===== src/rtl/seg_pkg.sv =====
// Shared seven-segment definitions: segment width, blank pattern and the
// scan-index to active-low anode decoder.
package seg_pkg;

  localparam int unsigned SEG_W      = 7;
  localparam int unsigned MAX_DIGITS = 32;

  localparam logic [SEG_W-1:0] SEG_BLANK = 7'h7F;

  // Digit 0 is the leftmost digit and owns the MSB of the anode vector.
  function automatic logic [MAX_DIGITS-1:0] idx_to_anode(input int unsigned idx,
                                                         input int unsigned n);
    idx_to_anode = ~(MAX_DIGITS'(1) << (n - 1 - idx));
  endfunction

endpackage


===== src/rtl/scan_prescaler.sv =====
// Free-running 0..SCAN_DIV-1 counter; tick_c marks the last cycle of each slot.
// Also used by the clock divider.
module scan_prescaler #(
  parameter int unsigned SCAN_DIV = 1
) (
  input  logic fast_clk,
  input  logic rst,
  output logic tick_c
);

  localparam int unsigned CNT_W = (SCAN_DIV > 1) ? $clog2(SCAN_DIV) : 1;
  localparam logic [CNT_W-1:0] CNT_LAST = CNT_W'(SCAN_DIV - 1);

  logic [CNT_W-1:0] cnt;

  assign tick_c = (cnt == CNT_LAST);

  always_ff @(posedge fast_clk or posedge rst) begin
    if (rst) begin
      cnt <= '0;
    end else if (tick_c) begin
      cnt <= '0;
    end else begin
      cnt <= cnt + CNT_W'(1);
    end
  end

endmodule


===== src/rtl/seven_seg_scanner.sv =====
// Time-multiplexed N-digit common-anode driver with once-per-frame data capture.
// Optional per-digit blinking is built when SEVEN_SEG_SCANNER_BLINK_EN is defined.
module seven_seg_scanner
  import seg_pkg::*;
#(
  parameter int unsigned NUM_DIGITS   = 4,
  parameter int unsigned SCAN_DIV     = 1,
  parameter int unsigned BLINK_FRAMES = 64
) (
  input  logic                        fast_clk,
  input  logic                        rst,
  input  logic [SEG_W*NUM_DIGITS-1:0] spin_digits,
  input  logic [SEG_W*NUM_DIGITS-1:0] score_digits,
  input  logic                        is_spinning,
  input  logic                        sel,
  input  logic [NUM_DIGITS-1:0]       blink_mask,
  output logic [SEG_W-1:0]            seg,
  output logic [NUM_DIGITS-1:0]       an,
  output logic                        frame_start
);

  localparam int unsigned POS_W = (NUM_DIGITS > 1) ? $clog2(NUM_DIGITS) : 1;
  localparam logic [POS_W-1:0] POS_LAST = POS_W'(NUM_DIGITS - 1);

  logic                                tick_c;
  logic [POS_W-1:0]                    pos;
  logic [NUM_DIGITS-1:0][SEG_W-1:0]    frame_buf;
  logic                                last_pos_c;
  logic                                load_c;
  logic                                show_score_c;
  logic                                blank_c;
  logic [NUM_DIGITS-1:0]               anode_c;

  scan_prescaler #(
    .SCAN_DIV (SCAN_DIV)
  ) u_prescaler (
    .fast_clk (fast_clk),
    .rst      (rst),
    .tick_c   (tick_c)
  );

  assign last_pos_c   = (pos == POS_LAST);
  assign load_c       = tick_c && last_pos_c;
  assign show_score_c = !is_spinning && sel;
  assign anode_c      = NUM_DIGITS'(idx_to_anode(32'(pos), NUM_DIGITS));

`ifdef SEVEN_SEG_SCANNER_BLINK_EN
  localparam int unsigned BF_W = (BLINK_FRAMES > 1) ? $clog2(BLINK_FRAMES) : 1;
  localparam logic [BF_W-1:0] BF_LAST = BF_W'(BLINK_FRAMES - 1);

  logic [BF_W-1:0]       frame_cnt;
  logic                  blink_phase;
  logic [NUM_DIGITS-1:0] mask_q;

  // Blink phase advances once per BLINK_FRAMES frame loads.
  always_ff @(posedge fast_clk or posedge rst) begin
    if (rst) begin
      frame_cnt   <= '0;
      blink_phase <= 1'b0;
      mask_q      <= '0;
    end else if (load_c) begin
      mask_q <= blink_mask;
      if (frame_cnt == BF_LAST) begin
        frame_cnt   <= '0;
        blink_phase <= ~blink_phase;
      end else begin
        frame_cnt <= frame_cnt + BF_W'(1);
      end
    end
  end

  assign blank_c = blink_phase && mask_q[pos];
`else
  logic unused_blink;
  assign unused_blink = &{1'b0, blink_mask, 32'(BLINK_FRAMES)};
  assign blank_c      = 1'b0;
`endif

  // Scan datapath: drive the current digit, then capture the next frame
  // after the last digit so a frame never mixes old and new data.
  always_ff @(posedge fast_clk or posedge rst) begin
    if (rst) begin
      seg         <= SEG_BLANK;
      an          <= '1;
      frame_start <= 1'b0;
      pos         <= '0;
      frame_buf   <= {NUM_DIGITS{SEG_BLANK}};
    end else begin
      frame_start <= tick_c && (pos == '0);
      if (tick_c) begin
        an  <= anode_c;
        seg <= blank_c ? SEG_BLANK : frame_buf[pos];
        pos <= last_pos_c ? '0 : pos + POS_W'(1);
        if (last_pos_c) begin
          frame_buf <= show_score_c ? score_digits : spin_digits;
        end
      end
    end
  end

endmodule


===== config.mk =====
export PLATFORM = sky130hd
export DESIGN_NAME = seven_seg_scanner
export DESIGN_NICKNAME = d
export VERILOG_FILES = /design/src/rtl/seg_pkg.sv /design/src/rtl/scan_prescaler.sv /design/src/rtl/seven_seg_scanner.sv
export SDC_FILE = /design/constraint.sdc
export NUM_CORES = 1
export LEC_CHECK = 0
export CAP_MARGIN = 30
export CORE_ASPECT_RATIO = 1.25
export CORE_UTILIZATION = 45
export CTS_CLUSTER_SIZE = 12
export DETAILED_ROUTE_END_ITERATION = 8
export GPL_TIMING_DRIVEN = 1
export MAX_ROUTING_LAYER = met4
export PLACE_DENSITY_LB_ADDON = 0.25
export SETUP_SLACK_MARGIN = 0.3
export SLEW_MARGIN = 20
export SYNTH_ARGS = -nofsm -noshare
export SYNTH_HDL_FRONTEND = slang
export SYNTH_SLANG_ARGS = --single-unit
export TNS_END_PERCENT = 20

===== constraint.sdc =====
create_clock -name fast_clk -period 1.5 [get_ports fast_clk]
set_input_delay 0.15 -clock fast_clk [delete_from_list [all_inputs] [get_ports fast_clk]]
set_output_delay 0.15 -clock fast_clk [all_outputs]
set_load 0.01 [all_outputs]

# Yosys cells after proc, flatten, opt, wreduce, memory -nomap -nowiden

Index checks and enable logic that the tools add are counted.

Word-level logic and storage cells: 27
Output and inout bits: 12
Bits in registers: 43

Bitwise gates (word level): 2
Reduce and logical (&&, ||, !) cells: 5
Eq/ne operators: 1
Order comparisons: 1
Multiplexer cells: 5
Shifts and indexed selects: 1
$add $sub $neg: 3

Operators by type and width:

| operator             | number |
|---|---|
| $shl 1x32->4 const A | 1 |
| $mux 28              | 1 |
| $bmux 7 s2           | 1 |
| $mux 7               | 1 |
| $not 4->4            | 1 |
| $lt 2x3->1 const B   | 1 |
| $sub 2x2->3 const A  | 1 |
| $add 2x1->2 const B  | 1 |
| $eq 2x2->1 const B   | 1 |
| $logic_and 1x1->1    | 2 |
| $logic_not 2->1      | 1 |
| $mux 2               | 1 |
| $reduce_and 2->1     | 1 |
| $add 1x1->1 const B  | 1 |
| $logic_not 1->1      | 1 |
| $mux 1               | 1 |
| $not 1->1            | 1 |

# Longest topological paths before layout

Depth in word-level cells: 3
Gate-level depth with buffers: 5
Depth with buffers taken out: 3

# By module

A second synthesis with hierarchy kept.

Cells, all modules: 201
Area total of the unflattened synthesis: 2,180.8 um^2

Modules (own cells, without submodules):

| module            | times used | seq. area each (um^2) | area each (um^2) | cells each |
|---|---|---|---|---|
| seven_seg_scanner | 1          | 1,099.8               | 2,169.6          | 199 |
| scan_prescaler    | 1          | 0.0                   | 11.3             | 2 |

# Least setup slack after synthesis

No wires, ideal clock.

Path type: register -> register
From: register pos[0]
To: register frame_buf[0] (netlist name)
Arrival time: 1.127 ns
Setup time: 0.081 ns
Clock period less this slack: 1.208 ns
Stages on the path, launching flop included: 6
Setup slack: 0.292 ns
Data required time: 1.419 ns
Path buffers: 2
Path through: dfrtp_1 > ha_1 > buf_4 > buf_2 > nand2b_1 > o211ai_1

Longest elaborated chain between the ends: 2

Ends and longest elaborated chain:

| what                              | line                    | text |
|---|---|---|
| start, declared                   | seven_seg_scanner.sv:26 | `logic [POS_W-1:0] pos;` |
| start signal, assigned            | seven_seg_scanner.sv:93 | `pos <= last_pos_c ? '0 : pos + POS_W'(1);` |
| $eq 2x2->1                        | seven_seg_scanner.sv:42 | `assign last_pos_c = (pos == POS_LAST);` |
| net last_pos_c                    | seven_seg_scanner.sv:28 | `logic last_pos_c;` |
| $reduce_and 2->1 (no source line) | -                       |  |
| end signal, assigned              | seven_seg_scanner.sv:87 | `frame_buf <= {NUM_DIGITS{SEG_BLANK}};` |
| end signal, assigned              | seven_seg_scanner.sv:95 | `frame_buf <= show_score_c ? score_digits : spin_digits;` |
| end, declared                     | seven_seg_scanner.sv:27 | `logic [NUM_DIGITS-1:0][SEG_W-1:0] frame_buf;` |

The timed path passes the listed nets, and every way through them passes these cells.
A chain may end at the register's enable or synchronous reset.

# Final worst setup path

From: register seg[3]
To: output seg[3]

RTL lines:

| what                   | line                    | text |
|---|---|---|
| start, declared        | seven_seg_scanner.sv:17 | `output logic [SEG_W-1:0] seg,` |
| start signal, assigned | seven_seg_scanner.sv:92 | `seg <= blank_c ? SEG_BLANK : frame_buf[pos];` |

No word-level cell between the ends.

==> summary.txt <==
Status
  • Status: finished, final reports clean

Logic synthesis
  • Post-synth top area cell: dfstp_2
  • Mapped Avg Cell Area: 11.4 µm²
  • Post-synthesis sequential area ratio: 0.494
  • Syn nets: 266
  • Top-area cell type share of the netlist area: 0.460
  • Synth top area cells: dfstp_2, nand4b_1, o211ai_1, nand2b_1, mux4_2
  • Count of different cell masters after synthesis: 16
  • Yosys reg bits: between 40 and 50
  • Cell count after synthesis: a little under 200
  • Yosys warnings: 0
  • Synth Cell Area: between 2000 and 2500 µm²

Floorplanning
  • Core ar.: around 4700 µm²
  • Initial Utilization: 0.471
  • Die height: between 80 and 90 µm
  • Num rows: 28
  • Horiz. Die Dim: 64.9 µm
  • I/O Pins: 76
  • Die area: between 5000 and 6000 µm²

GRT
  • Gr usage total: 0.218
  • First-pass GRT wire length: 8.16 mm
  • GR Overflow Total: 0
  • Initial antenna violation count: 0
  • Largest net degree at the start of global routing: 55
  • Vias in the first global route: 1749

Clock network
  • Clk pin slew, worst setup/hold paths: around 0.080 ns
  • CTS H-Tree Depth: 2
  • Clock Tree Buf Depth: 2
  • Worst-skew pair later-pin latency: about 0.30 ns
  • Hold_buf cts: 0
  • CTS tree: done
  • CTS Root Cell: clkbuf_8
  • Total CTS buffers: 5
  • TritonCTS Sinks: between 40 and 50

Drt
  • Routed wire per std cell: around 16 µm
  • Via count: 1766
  • Post-route ant nets: 0
  • Met2 wire length: about 2.8 mm
  • Vias per std cell: 5.37
  • DRT iter0 DRCs: 101
  • Total wire length: roughly 5.2 mm
  • WL met3: 218 µm
  • M1 WL: roughly 2.1 mm
  • Residual DRC: 0
  • Drt first pass iters: 4
  • Top layer in use: met4

Power and ir drop
  • P per Cell Area: roughly 800 nW/µm²
  • Power, Total: about 2.5 mW
  • Peak supply drop: 0.000679 V
  • P_leak: ~1.2 nW

Worst setup path
  • Crit. End Element: primary output
  • Worst-path cell chain: dlygate4sd2_1
  • Startpoint Class: flip-flop
  • Req. time, crit path: between 1 and 1.5 ns
  • Worst path max stage delay: ~0.5 ns
  • Crit-path slowest cell: dfstp_2
  • Crit path arrival time: 1.06 ns
  • CP max FO: 1
  • WS Path Type: flip-flop to primary output
  • Worst path bufs/invs: 1
  • Crit path max-delay family: flip-flops

Timing
  • Crit share post-route: 0.807
  • Hold Vio Cnt, Final: 0
  • Final worst slack: slightly below 0.3 ns
  • Final setup viols: 0
  • Tmin final: around 1.2 ns
  • Highest Clock Rate: just over 800 MHz
  • Slew @ Worst Pin: between 0.2 and 0.25 ns
  • Final Max Tran Viols: 0
  • Max-slew headroom: 0.847
  • Worst Skew: 0.00746 ns
  • Final TNS setup: 0 ns
  • RSZ-0062 raised after global routing: true

Finish
  • Fillers: between 300 and 400
  • # diodes: 0
  • Area grow syn2layout: 43.3%
  • Ratio of cells with drive above 1 in the final layout: 0.268
  • Nets: about 340

Placement
  • Post-DP HPWL: about 3.5 mm
  • IO buf count: 71
  • Place WS: slightly above 0.2 ns
  • Placer Congestion: just under 0.8

Hold path
  • Min-delay worst type: input pin to async pin

Run
  • Max Cap Viol: 0
## state kept, by name, indices dropped and copies added, names as in the netlist
signal and flops:
frame_buf 28, seg 7, an 4, pos 2, frame_start 1
## cell type report
cell class | count | area [µm²] | share of cell area
Sequential cell | 42 | 1100 | 0.345
Multi-Input combinational cell | 127 | 993 | 0.311
Timing Repair Buffer | 85 | 887 | 0.278
Clock buffer | 7 | 76.3 | 0.0239
Tap cell | 60 | 75.1 | 0.0235
Clock inverter | 1 | 30.0 | 0.00942
Inverter | 7 | 26.3 | 0.00824
## Yosys cell counts, drive strengths merged
cell     n
buf     17
clkbuf   3
dfrtp    3
dfstp   39
ha       6
inv      7
mux4     7
nand2   28
nand2b  28
nand4b  28
nor2     1
nor2b    1
o211ai  28
## through the flow
stage	utilization	hold slack, ns	std cells	area (µm²)
2_1_floorplan	-	0.278	196	2230
3_3_place_gp	0.639	0.491	319	3020
3_5_place_dp	0.639	0.495	319	3020
4_1_cts	0.660	0.220	327	3120
5_1_grt	0.674	0.246	329	3190
6_report	0.674	0.230	329	3190
## layer usage
metal	vias to the layer above	global-route usage
li1	843	-
met5	-	-
met3	7	0.0526
met1	859	0.245
met4	0	0.0822
met2	57	0.371
## power breakdown
group | internal (mW) | switching [mW] | leakage [nW] | total, mW
sequential | 1.26 | 0.0368 | 0.443 | 1.30
combinational | 0.238 | 0.132 | 0.658 | 0.369
clock | 0.498 | 0.377 | 0.0524 | 0.875
total | 2.00 | 0.546 | 1.15 | 2.55
## logic make-up (layout without fill, tap and decap cells)
family	Yosys count	count (layout)	share of synthesized area
buf+inv	27	100	0.0663
compound gates	28	28	0.0944
mux	7	7	0.0708
simple gates	86	86	0.241
fa+ha+maj	6	6	0.0337
flops	42	42	0.494
## placed cells by master (no fill, tap or decap), drive strengths merged, types with 2 or more instances in the layout
cell type,n
nand4b,28
mux4,7
buf,12
ha,6
dfstp,39
nand2b,28
dfrtp,3
clkdlybuf4s50,59
clkdlybuf4s15,9
o211ai,28
inv,7
dlygate4sd2,2
nand2,28
clkbuf,10
## worst paths after layout
kind                                     start       endpoint  slack [ns]  cells past startpoint
worst max register to register          pos[0]         seg[5]        0.31                      2
worst min register to register   frame_buf[24]  frame_buf[24]        0.50                      2
worst min-delay path                       rst         pos[0]        0.23                      3
min in group fast_clk           spin_digits[3]   frame_buf[3]        0.38                      3
worst max-delay path                    seg[3]         seg[3]        0.29                      1
max in group asynchronous                  rst  frame_buf[18]        1.01                      3
## timing repair
item                       in CTS  in global routing
pin swaps                       0                  2
gates resized for setup        16                 12
setup endpoints to repair      15                 38
cloned                          0                  2
buffers inserted                0                  0
Power figures use the tool's default switching activity.
